### src/rtl/stopwatch_lap_ctrl.sv
// stopwatch_lap_ctrl: command-driven IDLE/RUN/PAUSE wrap-around tick counter with a lap FIFO.
// Ports: clk, resetn (sync, active-low); cmd_valid/cmd_ready/cmd_op command channel
// (00 START, 01 STOP, 10 LAP, 11 CLEAR); count, running, wrap_pulse status;
// lap_valid/lap_ready/lap_data FIFO head handshake; lap_level occupancy; lap_overflow sticky drop flag.
module stopwatch_lap_ctrl #(
  parameter int DATA_WIDTH = 16,
  parameter int MAX        = 99,
  parameter int LAP_DEPTH  = 4
) (
  input  logic                           clk,
  input  logic                           resetn,
  input  logic                           cmd_valid,
  output logic                           cmd_ready,
  input  logic [1:0]                     cmd_op,
  output logic [DATA_WIDTH-1:0]          count,
  output logic                           running,
  output logic                           wrap_pulse,
  output logic                           lap_valid,
  input  logic                           lap_ready,
  output logic [DATA_WIDTH-1:0]          lap_data,
  output logic [$clog2(LAP_DEPTH+1)-1:0] lap_level,
  output logic                           lap_overflow
);
  localparam int AW = $clog2(LAP_DEPTH);
  localparam int LW = $clog2(LAP_DEPTH+1);
  typedef enum logic [1:0] {IDLE, RUN, PAUSE} state_t;
  state_t                state_q, state_d;
  logic [DATA_WIDTH-1:0] count_q, count_d;
  logic                  wrap_q, wrap_d;
  logic [DATA_WIDTH-1:0] mem_q [LAP_DEPTH];
  logic [AW-1:0]         wr_q, wr_d, rd_q, rd_d;
  logic [LW-1:0]         level_q, level_d;
  logic                  ovf_q, ovf_d;
  logic                  acc, clr, push, pop, full, push_ok, adv;
  assign cmd_ready = resetn;
  assign acc       = cmd_valid && cmd_ready;
  assign clr       = acc && cmd_op == 2'b11;
  assign push      = acc && cmd_op == 2'b10;
  assign pop       = lap_valid && lap_ready;
  assign full      = level_q == LW'(LAP_DEPTH);
  // A full FIFO still accepts a push when the head is leaving in the same cycle.
  assign push_ok   = push && (!full || pop);
  always_comb begin
    state_d = state_q;
    if (acc) begin
      state_d = cmd_op == 2'b11 ? IDLE :
                cmd_op == 2'b00 ? RUN :
                (cmd_op == 2'b01 && state_q == RUN) ? PAUSE : state_q;
    end
    adv     = state_d == RUN && !clr;
    count_d = clr ? '0 : !adv ? count_q : count_q == DATA_WIDTH'(MAX) ? '0 : count_q + DATA_WIDTH'(1);
    wrap_d  = adv && count_q == DATA_WIDTH'(MAX);
    wr_d    = clr ? '0 : push_ok ? wr_q + AW'(1) : wr_q;
    rd_d    = clr ? '0 : pop ? rd_q + AW'(1) : rd_q;
    level_d = clr ? '0 : level_q + LW'(push_ok) - LW'(pop);
    ovf_d   = clr ? 1'b0 : ovf_q || (push && !push_ok);
  end
  always_ff @(posedge clk) begin
    if (!resetn) begin
      state_q <= IDLE;
      count_q <= '0;
      wrap_q  <= 1'b0;
      wr_q    <= '0;
      rd_q    <= '0;
      level_q <= '0;
      ovf_q   <= 1'b0;
    end else begin
      state_q <= state_d;
      count_q <= count_d;
      wrap_q  <= wrap_d;
      wr_q    <= wr_d;
      rd_q    <= rd_d;
      level_q <= level_d;
      ovf_q   <= ovf_d;
    end
  end
  // Storage needs no reset; pointers and level decide what is visible.
  always_ff @(posedge clk) begin
    if (resetn && push_ok && !clr) mem_q[wr_q] <= count_q;
  end
  assign count        = count_q;
  assign running      = state_q == RUN;
  assign wrap_pulse   = wrap_q;
  assign lap_valid    = level_q != '0;
  assign lap_data     = mem_q[rd_q];
  assign lap_level    = level_q;
  assign lap_overflow = ovf_q;
endmodule
### config.mk
export PLATFORM = sky130hd
export DESIGN_NAME = stopwatch_lap_ctrl
export DESIGN_NICKNAME = d
export VERILOG_FILES = /design/src/rtl/stopwatch_lap_ctrl.sv
export SDC_FILE = /design/constraint.sdc
export NUM_CORES = 1
export LEC_CHECK = 0
export ABC_AREA = 1
export BUFFER_PORTS_ARGS = -buffer_cell sky130_fd_sc_hd__buf_2
export CORE_ASPECT_RATIO = 2
export CORE_MARGIN = 3
export CORE_UTILIZATION = 53
export DETAILED_ROUTE_END_ITERATION = 10
export GPL_TIMING_DRIVEN = 0
export PLACE_DENSITY = 0.78
export RECOVER_POWER = 50
export SYNTH_ARGS = -nofsm -noshare
export SYNTH_HDL_FRONTEND = slang
export SYNTH_SLANG_ARGS = --single-unit
### constraint.sdc
create_clock -name clk -period 2.08 [get_ports clk]
set_clock_uncertainty 0.15 [all_clocks]
set_input_delay 0.208 -clock clk [delete_from_list [all_inputs] [get_ports clk]]
set_output_delay 0.208 -clock clk [all_outputs]
set_load 0.1 [all_outputs]
==> results.yml, run 1 <==
critical_path:
  r2r-end: "lap_level[1]"
  worst_setup_path_start_kind: "register"
  r2r_cells: 10
  max_stage_delay_ns: 0.42
  cp-end-kind: "output pin"
  path_cells: "inv_1 -> clkbuf_2 -> o21ai_0 -> o22ai_2 -> buf_6"
  rr_startpoint: "lap_level[1]"
  crit_path_max_fanout: 10
  crit_type: "reg2out"
  cpMaxStageDelayCell: "dfxtp_1"
  critPathBufInv: 3
  r2r_slack_ns: 0.11
  cp.arrival_ns: 1.68
  cp_top_family: "buffers and inverters"
  cp_data_required_time_ns: 1.72
floorplan:
  core_area_mm2: 0.00766
  dieArea_mm2: 0.00916
  rows: 45
  die_x_um: 69.2
  start_util_pct: 55.3
  num_io_pins: 46
  die_y_um: 132
finish:
  drive_above_1_share_pct: 25.3
  n_antenna_cell: 0
  nNetsFinal: 514
  area_delta_synth_final_pct: 22.2
  fill_cells: 616
  post-route-util_pct: 67.5
  fin_area_mm2: 0.00517
synth:
  yosys_warnings: 0
  synth_top_area_share_pct: 45.4
  synth_cell_type_count: 31
  muxShareOfSynthArea_pct: 0
  netlist_area_mm2: 0.00423
  yosys.area_share.simple_pct: 21.2
  yosys-top-cells-area: "edfxtp_1 45%, dfxtp_1 14%, nand2_1 6.7%, nor2_1 6.0%, o21ai_0 4.5%"
  synth_compound_area_share_pct: 10.5
  synthCells: 443
  synth-xor-area-share_pct: 0.828
  syn_nets: 456
  synth_top_family_by_area: "simple AND/OR/NAND/NOR gates"
  avgSynthCellArea_um2: 9.55
  yosysSeqAreaShare_pct: 59.1
  ys_seq_elements: 93
  netlist.top_cell.by_area: "edfxtp_1"
  synth_fa_ha_area_share_pct: 2.25
global_routing:
  grt_use_total_pct: 21.8
  antenna_found_initial: 0
  grt_overflow: 0
  grt_pass1_vias: 3353
  grt_max_degree: 17
  grt_pass1_wl_um: 15600
drt:
  postRouteAntennaNets: 0
  avgViaCountPerCell: 5.49
  dr.pass1.iters: 4
  first_iter_violations: 246
  drc: 0
  num_vias: 3291
  drt-total-wl_um: 9590
  routedWlPerCell_um: 16.0
sta:
  worstMarginPinSlew_ns: 1.15
  slew_viol_final: 0
  rsz0062_at_grt: "true"
  setup_ws_ns: 0.0390
  slew_headroom_pct: 23.4
  fmax_mhz: 490
  fin_crit_ns: 2.04
  finalSetupViolCount: 0
  hold_viol: 0
  holdWs_ns: 0.0432
  min_period_over_period_pct: 98.1
placement:
  dpl.hpwl_um: 6720
  dp_slack_ns: -0.109
  gp_congestion: 0.866
  place_area_mm2: 0.00475
  port_buffers: 45
clock_network:
  htree_levels: 3
  cts_tree: "yes"
  cts_made_buffers: 9
  clock-sinks: 93
  clock_latency_ns: 0.33
  cts.root.buffer_cell: "clkbuf_16"
  path_clk_slew_ns: 0.06
  ctsLongestPathBuffers: 2
power:
  power_frac_seq_pct: 35.8
  total_power_mw: 5.86
  p_int_mw: 3.55
  sw_frac_of_total_pct: 39.4
  leakage_nw: 1.93
  p_switching_mw: 2.31
  power_density_mw_per_mm2: 1130
  max-vdd-ir-drop_v: 0.00132
  pwr-share-clk_pct: 28.7
  p_comb_share_pct: 35.5
flow_run:
  drv_cap: 0
hold_path:
  hp-start: "resetn"
  hold-path-endpoint: "state_q[1]"
  hp-class: "in2reg"
  hold-path-cell-count: 3
outcome:
  status: "complete, no violations"
worst max-delay path by stage:
stage	end	depth (start not counted)	start
6_report	lap_data[11]	5	register
5_1_grt	lap_data[13]	5	register
4_1_cts	lap_data[14]	5	register
3_5_place_dp	mem_q[3][6]	7	resetn
3_3_place_gp	mem_q[3][10]	7	resetn
2_1_floorplan	count[14]	7	count[10]
repair_timing:
| action | in CTS | in global routing |
|---|---|---|
| endpoints found under the setup margin | 16 | 39 |
| hold buffers | 1 | 0 |
| buffers inserted | 0 | 1 |
| pin swaps | 0 | 1 |
| endpoints found under the hold margin | 1 | 0 |
| resized for setup | 36 | 22 |
metrics by stage:
stage	setup TNS, ns	cells
4_1_cts	0	599
2_1_floorplan	0	443
3_3_place_gp	-4.03	582
3_5_place_dp	-5.41	582
5_1_grt	-0.198	600
6_report	0	600
final cells by class:
class                   count  area [um^2]  share of cell area, %
multi-input cells         288         1620                   31.3
flip-flops and latches     93         2520                   48.6
clock buffers              11          233                   4.50
inverters                  51          191                   3.70
repair buffers             47          350                   6.77
clock inverters             5         76.3                   1.48
well taps                  94          118                   2.27
plain buffers              11         67.6                   1.31
metal layers:
layer | wire length (um) | vias up | global-route usage (%)
met1 | 3400 | 1548 | 22.2
met5 | 0 | - | 0
met4 | 412 | 0 | 13.8
li1 | - | 1603 | -
met2 | 5360 | 106 | 40.0
met3 | 422 | 34 | 3.66
logic make-up after synthesis:
logic type               Yosys count
flip-flops                        93
XOR/XNOR                           4
buffers and inverters             62
AND/OR/NAND/NOR                  199
adder cells (fa/ha/maj)            7
AO/OA/AOI/OAI                     78
cell usage after synthesis:
master / count
a21oi_1: 14
a21oi_2: 9
and2_1: 1
and3_1: 1
buf_12: 1
buf_4: 2
clkbuf_1: 8
dfxtp_1: 29
edfxtp_1: 64
fa_1: 1
ha_1: 6
inv_1: 47
inv_2: 4
nand2_1: 76
nand2_2: 10
nand2_4: 1
nand3_1: 20
nand3_2: 1
nand3_4: 1
nand3b_1: 1
nand4_1: 6
nor2_1: 68
nor2_2: 3
nor2_4: 2
nor2_8: 1
nor3_1: 6
nor3b_1: 1
o21ai_0: 38
o21ai_1: 1
o22ai_1: 16
xor2_1: 4
worst register-to-register path, stage by stage, from the launching register on:
cell	delay [ns]
dfxtp_4	0.36
nor2_4	0.16
nand2_8	0.06
nand2_1	0.09
inv_1	0.09
nand2_1	0.12
nand2_1	0.07
ha_1	0.19
fa_1	0.48
inv_1	0.04
nor2_1	0.10
cells in the final DEF (no fill, tap or decap), types with 6 or more instances in the layout:
cell type  instances
a21oi_1           14
buf_6             14
nor2_4             7
nand3_1           21
nand2_2           10
nand2_1           76
clkbuf_16          9
o21ai_1            9
edfxtp_1          64
clkbuf_2          19
a21oi_2            9
nor2_1            62
o21ai_0           29
buf_2             15
nand4_1            6
dfxtp_1           24
o22ai_2           16
inv_1             48
power by group through the flow:
| stage | clock [mW] | sequential (mW) | combinational [mW] |
|---|---|---|---|
| detailed placement | 0 | 2.14 | 1.94 |
| global placement | 0 | 2.13 | 1.92 |
| CTS | 1.71 | 2.10 | 2.06 |
| global route | 1.78 | 2.11 | 2.19 |
| floorplan | 0 | 2.32 | 1.45 |
| finish | 1.68 | 2.10 | 2.08 |
state kept, by name, indices dropped and copies added, names as in the netlist, named ones only:
register	cells
wr_q	2
wrap_pulse	1
state_q	2
rd_q	2
count	16
lap_level	3
lap_overflow	1
mem_q	64
(Power assumes the default switching activity.)
==> run 2, diff against run 1 <==
--- a/config.mk
+++ b/config.mk
@@ -8,7 +8,6 @@
 export ABC_AREA = 1
 export BUFFER_PORTS_ARGS = -buffer_cell sky130_fd_sc_hd__buf_2
 export CORE_ASPECT_RATIO = 2
-export CORE_MARGIN = 3
 export CORE_UTILIZATION = 53
 export DETAILED_ROUTE_END_ITERATION = 10
 export GPL_TIMING_DRIVEN = 0
==> results.yml, run 2 (synthesis gave the netlist of run 1 again) <==
sta:
  min_period_over_period_pct: 98.7
  hold_viol: 0
  holdWs_ns: 0.0469
  slew_headroom_pct: 22.7
  finalSetupViolCount: 0
  rsz0062_at_grt: "true"
  fin_crit_ns: 2.05
  fmax_mhz: 487
  slew_viol_final: 0
  worstMarginPinSlew_ns: 1.17
power:
  leakage_nw: 1.95
  power_density_mw_per_mm2: 1130
  max-vdd-ir-drop_v: 0.00125
  total_power_mw: 5.85
drt:
  num_vias: 3296
  first_iter_violations: 192
  postRouteAntennaNets: 0
  routedWlPerCell_um: 16.0
  avgViaCountPerCell: 5.49
  drc: 0
  drt-total-wl_um: 9620
  dr.pass1.iters: 7
critical_path:
  rr_startpoint: "count[0]"
  cp_data_required_time_ns: 1.72
  r2r_cells: 8
  r2r_slack_ns: 0.06
  worst_setup_path_start_kind: "register"
  r2r-end: "count[8]"
  crit_path_max_fanout: 10
  cp.arrival_ns: 1.69
  crit_type: "reg2out"
  cp-end-kind: "output pin"
hold_path:
  hold-path-cell-count: 3
  hp-class: "in2reg"
  hp-start: "resetn"
  hold-path-endpoint: "state_q[1]"
clock_network:
  cts_tree: "yes"
  path_clk_slew_ns: 0.06
  clock-sinks: 93
  htree_levels: 3
  clock_latency_ns: 0.34
  cts_made_buffers: 9
  cts.root.buffer_cell: "clkbuf_16"
  ctsLongestPathBuffers: 2
floorplan:
  dieArea_mm2: 0.00837
  core_area_mm2: 0.00766
  die_y_um: 128
  start_util_pct: 55.3
  die_x_um: 65.2
  rows: 45
  num_io_pins: 46
placement:
  dpl.hpwl_um: 6640
  port_buffers: 45
  gp_congestion: 0.892
finish:
  nNetsFinal: 514
  area_delta_synth_final_pct: 22.7
  drive_above_1_share_pct: 26.5
  regMostFlops: "mem_q"
  post-route-util_pct: 67.8
  largest_register_ff_count: 64
  mostFrequentLayoutCells: "73 x nand2_1, 64 x edfxtp_1, 63 x nor2_1, 47 x inv_1, 32 x o21ai_0"
  final_common_cell: "nand2_1"
  n_antenna_cell: 0
global_routing:
  met2_usage_pct: 44.1
  grt_max_degree: 17
  grtUsageMet3_pct: 3.37
  grt_overflow: 0
  antenna_found_initial: 0
  gr-usage-met1_pct: 25.3
  grt_use_total_pct: 24.5
  grt.busiest_layer: "met2"
  grt_pass1_wl_um: 15300
  grt_pass1_vias: 3310
flow_run:
  drv_cap: 0
outcome:
  status: "complete, no violations"
==> run 2: cell types whose count changed in the layout (fill, tap and decap cells not counted), sizes merged <==
cell / delta
buf: +14
clkbuf: -14
inv: +1
bufinv: -1
clkinvlp: -1
clkinv: +1
==> run 2: through the flow <==
stage / setup TNS [ns] / instance area (um^2) / worst slack [ns] / std cells
floorplan: 0 / 4410 / 0.00122 / 443
global placement: -4.66 / 4750 / -0.0949 / 582
detailed placement: -5.76 / 4750 / -0.105 / 582
CTS: 0 / 5160 / 0.00619 / 599
global route: -0.0499 / 5190 / -0.0228 / 600
finish: 0 / 5190 / 0.0276 / 600
==> run 2: per-layer routing <==
metal	vias to the layer above	wire [um]	part of all wire, %
met4	0	436	4.5
li1	1616	-	-
met2	95	5440	57
met1	1551	3390	35
met3	34	358	3.7
met5	-	0	0
==> run 2: worst max-delay path by stage <==
stage / from / end / slack, ns / cells after the start
floorplan: count[10] / count[14] / 0.001 / 7
global placement: resetn / mem_q[3][10] / -0.09 / 7
detailed placement: resetn / mem_q[3][10] / -0.11 / 7
CTS: register / lap_data[8] / 0.006 / 5
global route: lap_level[1] / lap_level[2] / -0.02 / 11
finish: register / lap_data[2] / 0.03 / 5
==> run 2: what timing repair did <==
action,CTS,global route
buffers inserted,0,1
hold buffers,1,0
resized for setup,35,13
hold endpoints to repair,1,0
endpoints found under the setup margin,16,29
pin swaps,0,1
==> run 2: cell type report <==
cell class                 count  area (um^2)
clock inverter                 5         57.6
tap                           94          118
inverter                      51          191
buffer                        11         73.8
sequential                    93         2520
clock buffer                  11          253
timing repair buffer          47          347
fill                         606         2460
multi-input combinational    288         1640
==> run 2: worst max-delay path: stages (launching register included) <==
cell	delay, ns
dfxtp_1	0.36
inv_1	0.13
clkbuf_2	0.27
nor2_1	0.09
o22ai_2	0.24
buf_6	0.26
==> run 2: where the power goes <==
part,internal (mW),switching [mW],total [mW]
Combinational,0.479,1.62,2.10
Clock,0.998,0.659,1.66
Sequential,2.03,0.0673,2.10
Total,3.51,2.34,5.85
==> run 3, diff against run 2 <==
--- a/config.mk
+++ b/config.mk
@@ -5,13 +5,13 @@
 export SDC_FILE = /design/constraint.sdc
 export NUM_CORES = 1
 export LEC_CHECK = 0
-export ABC_AREA = 1
+export ABC_AREA = 0
 export BUFFER_PORTS_ARGS = -buffer_cell sky130_fd_sc_hd__buf_2
 export CORE_ASPECT_RATIO = 2
-export CORE_UTILIZATION = 53
+export CORE_UTILIZATION = 52
 export DETAILED_ROUTE_END_ITERATION = 10
 export GPL_TIMING_DRIVEN = 0
-export PLACE_DENSITY = 0.78
+export PLACE_DENSITY = 0.77
 export RECOVER_POWER = 50
 export SYNTH_ARGS = -nofsm -noshare
 export SYNTH_HDL_FRONTEND = slang
==> results.yml, run 3 <==
global_routing:
  antenna_found_initial: 0
  grt_pass1_wl_um: 12200
  grt_overflow: 0
  grt_max_degree: 17
  grt_use_total_pct: 20.7
  grt_pass1_vias: 2497
critical_path:
  cpMaxStageDelayCell: "mux4_2"
  crit_path_max_fanout: 8
  rr_startpoint: "lap_level[1]"
  max_stage_delay_ns: 0.51
  cp_data_required_time_ns: 1.72
  critPathBufInv: 3
  r2r_cells: 9
  path_cells: "buf_12 -> clkbuf_16 -> mux4_2 -> buf_6"
  worst_setup_path_start_kind: "register"
  path_depth: 4
  cp.arrival_ns: 1.69
  cp_top_family: "multiplexers"
  cp-end-kind: "output pin"
  crit_type: "reg2out"
sta:
  worstMarginPinSlew_ns: 1.16
  slew_viol_final: 0
  holdWs_ns: 0.0703
  hold_viol: 0
  finalSetupViolCount: 0
  min_period_over_period_pct: 98.5
  fin_crit_ns: 2.05
  slew_headroom_pct: 22.9
  rsz0062_at_grt: "true"
  fmax_mhz: 488
drt:
  avgViaCountPerCell: 5.82
  dr.pass1.iters: 4
  first_iter_violations: 90
  drc: 0
  drt-total-wl_um: 7780
  num_vias: 2460
  postRouteAntennaNets: 0
  routedWlPerCell_um: 18.4
power:
  power_density_mw_per_mm2: 1070
  leakage_nw: 1.71
  total_power_mw: 5.14
  max-vdd-ir-drop_v: 0.000974
clock_network:
  cts.root.buffer_cell: "clkbuf_16"
  clock-sinks: 93
  ctsLongestPathBuffers: 2
  htree_levels: 3
  hold_buffers: 0
  cts_tree: "yes"
  path_clk_slew_ns: 0.06
  cts_made_buffers: 9
  clock_latency_ns: 0.33
synth:
  avgSynthCellArea_um2: 14.6
  synth_ff_type: "edfxtp_1"
  netlist_area_mm2: 0.00389
  ys_seq_elements: 93
  yosys-top-cells-area: "edfxtp_1 49%, dfxtp_1 15%, mux4_2 9.3%, ha_1 1.9%, nand2_1 1.5%"
  synth_top_area_share_pct: 49.4
  yosysSeqAreaShare_pct: 64.4
  synth_cell_type_count: 54
  synthCells: 267
  yosys_warnings: 0
  async_flop_share_pct: 0
  netlist.top_cell.by_area: "edfxtp_1"
  syn_nets: 280
  synthMostInstantiatedCell: "edfxtp_1"
  synthTopCellsByCount: "64 x edfxtp_1, 29 x dfxtp_1, 16 x mux4_2, 16 x nand2_1, 13 x inv_1"
  synth_edf_count: 64
hold_path:
  hold-path-cell-count: 2
  hp-start: "resetn"
  hp-class: "in2reg"
finish:
  area_delta_synth_final_pct: 23.1
  nNetsFinal: 340
  final_common_cell: "edfxtp_1"
  drive_above_1_share_pct: 36.3
  post-route-util_pct: 65.9
  mostFrequentLayoutCells: "64 x edfxtp_1, 29 x buf_2, 16 x mux4_2, 14 x nand2_1, 14 x dfxtp_4"
  largest_register_ff_count: 64
  n_antenna_cell: 0
  regMostFlops: "mem_q"
floorplan:
  core_area_mm2: 0.00727
  dieArea_mm2: 0.00785
  die_x_um: 63.2
  rows: 44
  start_util_pct: 53.5
  die_y_um: 124
  num_io_pins: 46
outcome:
  status: "complete, no violations"
flow_run:
  drv_cap: 0
placement:
  port_buffers: 44
  dpl.hpwl_um: 4970
  gp_congestion: 0.846
[run 3: changes by cell type in the layout (fill, tap and decap cells not counted), sizes merged, moves of 4 or more]
cell / previous run / this run
nand2: 87 / 16
nor2: 74 / 12
inv: 52 / 13
o21ai: 39 / 6
nand3: 22 / 2
mux4: 0 / 16
a21oi: 23 / 9
o22ai: 16 / 2
and2: 1 / 9
nor4: 0 / 6
or3: 0 / 5
a32o: 0 / 4
clkbuf: 20 / 24
xnor2: 0 / 4
[run 3: final cells by class]
cell class                      instances  area (um^2)
Buffer                                 12          103
Clock buffer                           11          233
Fill cell                             542         2480
Sequential cell                        93         2560
Clock inverter                          4         51.3
Tap cell                               92          115
Multi-Input combinational cell        147         1320
Inverter                               13         48.8
Timing Repair Buffer                   51          360
[run 3: path summary, 6_finish.rpt]
path,end,slack [ns]
setup / recovery,lap_data[8],0.03
hold / removal,state_q[0],0.07
setup reg to reg,lap_level[2],0.07
hold reg to reg,lap_overflow,0.32
[run 3: worst reg2reg max path, stage by stage, from the launching register on]
cell	delay (ns)
dfxtp_4	0.37
nor4b_4	0.35
nor2_4	0.06
inv_2	0.06
o21ai_2	0.05
ha_2	0.18
fa_2	0.35
xnor2_2	0.14
xnor2_1	0.13
nor2_1	0.05
[run 3: logic make-up after synthesis]
kind of cell	Yosys count	share of synthesized area [%]
flops	93	64.4
simple gates	77	11.7
compound gates	40	7.59
buf+inv	27	2.99
mux	18	9.78
fa+ha+maj	7	2.45
xor+xnor	5	1.13
[run 3: repair_timing]
item	CTS	global route
resized for setup	32	10
setup buffers	2	4
endpoints found under the setup margin	17	17
pin swaps	3	5
cloned	0	1
[run 3: power breakdown]
part	leakage [nW]	internal, mW	switching (mW)	total (mW)
Sequential	0.829	2.01	0.0611	2.07
Combinational	0.748	0.479	1.03	1.51
Clock	0.136	0.925	0.638	1.56
[run 3: layer usage]
metal	vias to the layer above	part of all wire [%]	global-route usage, %
met5	-	0	0
met4	0	2.8	12.2
met3	19	3.8	3.48
met2	87	57	37.7
met1	1191	36	21.6
li1	1163	-	-
[run 3: metrics by stage]
stage               cell area [um^2]  std cells  setup TNS [ns]  worst slack, ns
floorplan                       3990        267          -0.109           -0.109
global placement                4320        403           -9.74           -0.244
detailed placement              4320        403           -9.93           -0.219
CTS                             4720        419         -0.0198          -0.0127
global route                    4790        423          -0.102          -0.0560
finish                          4790        423               0           0.0305
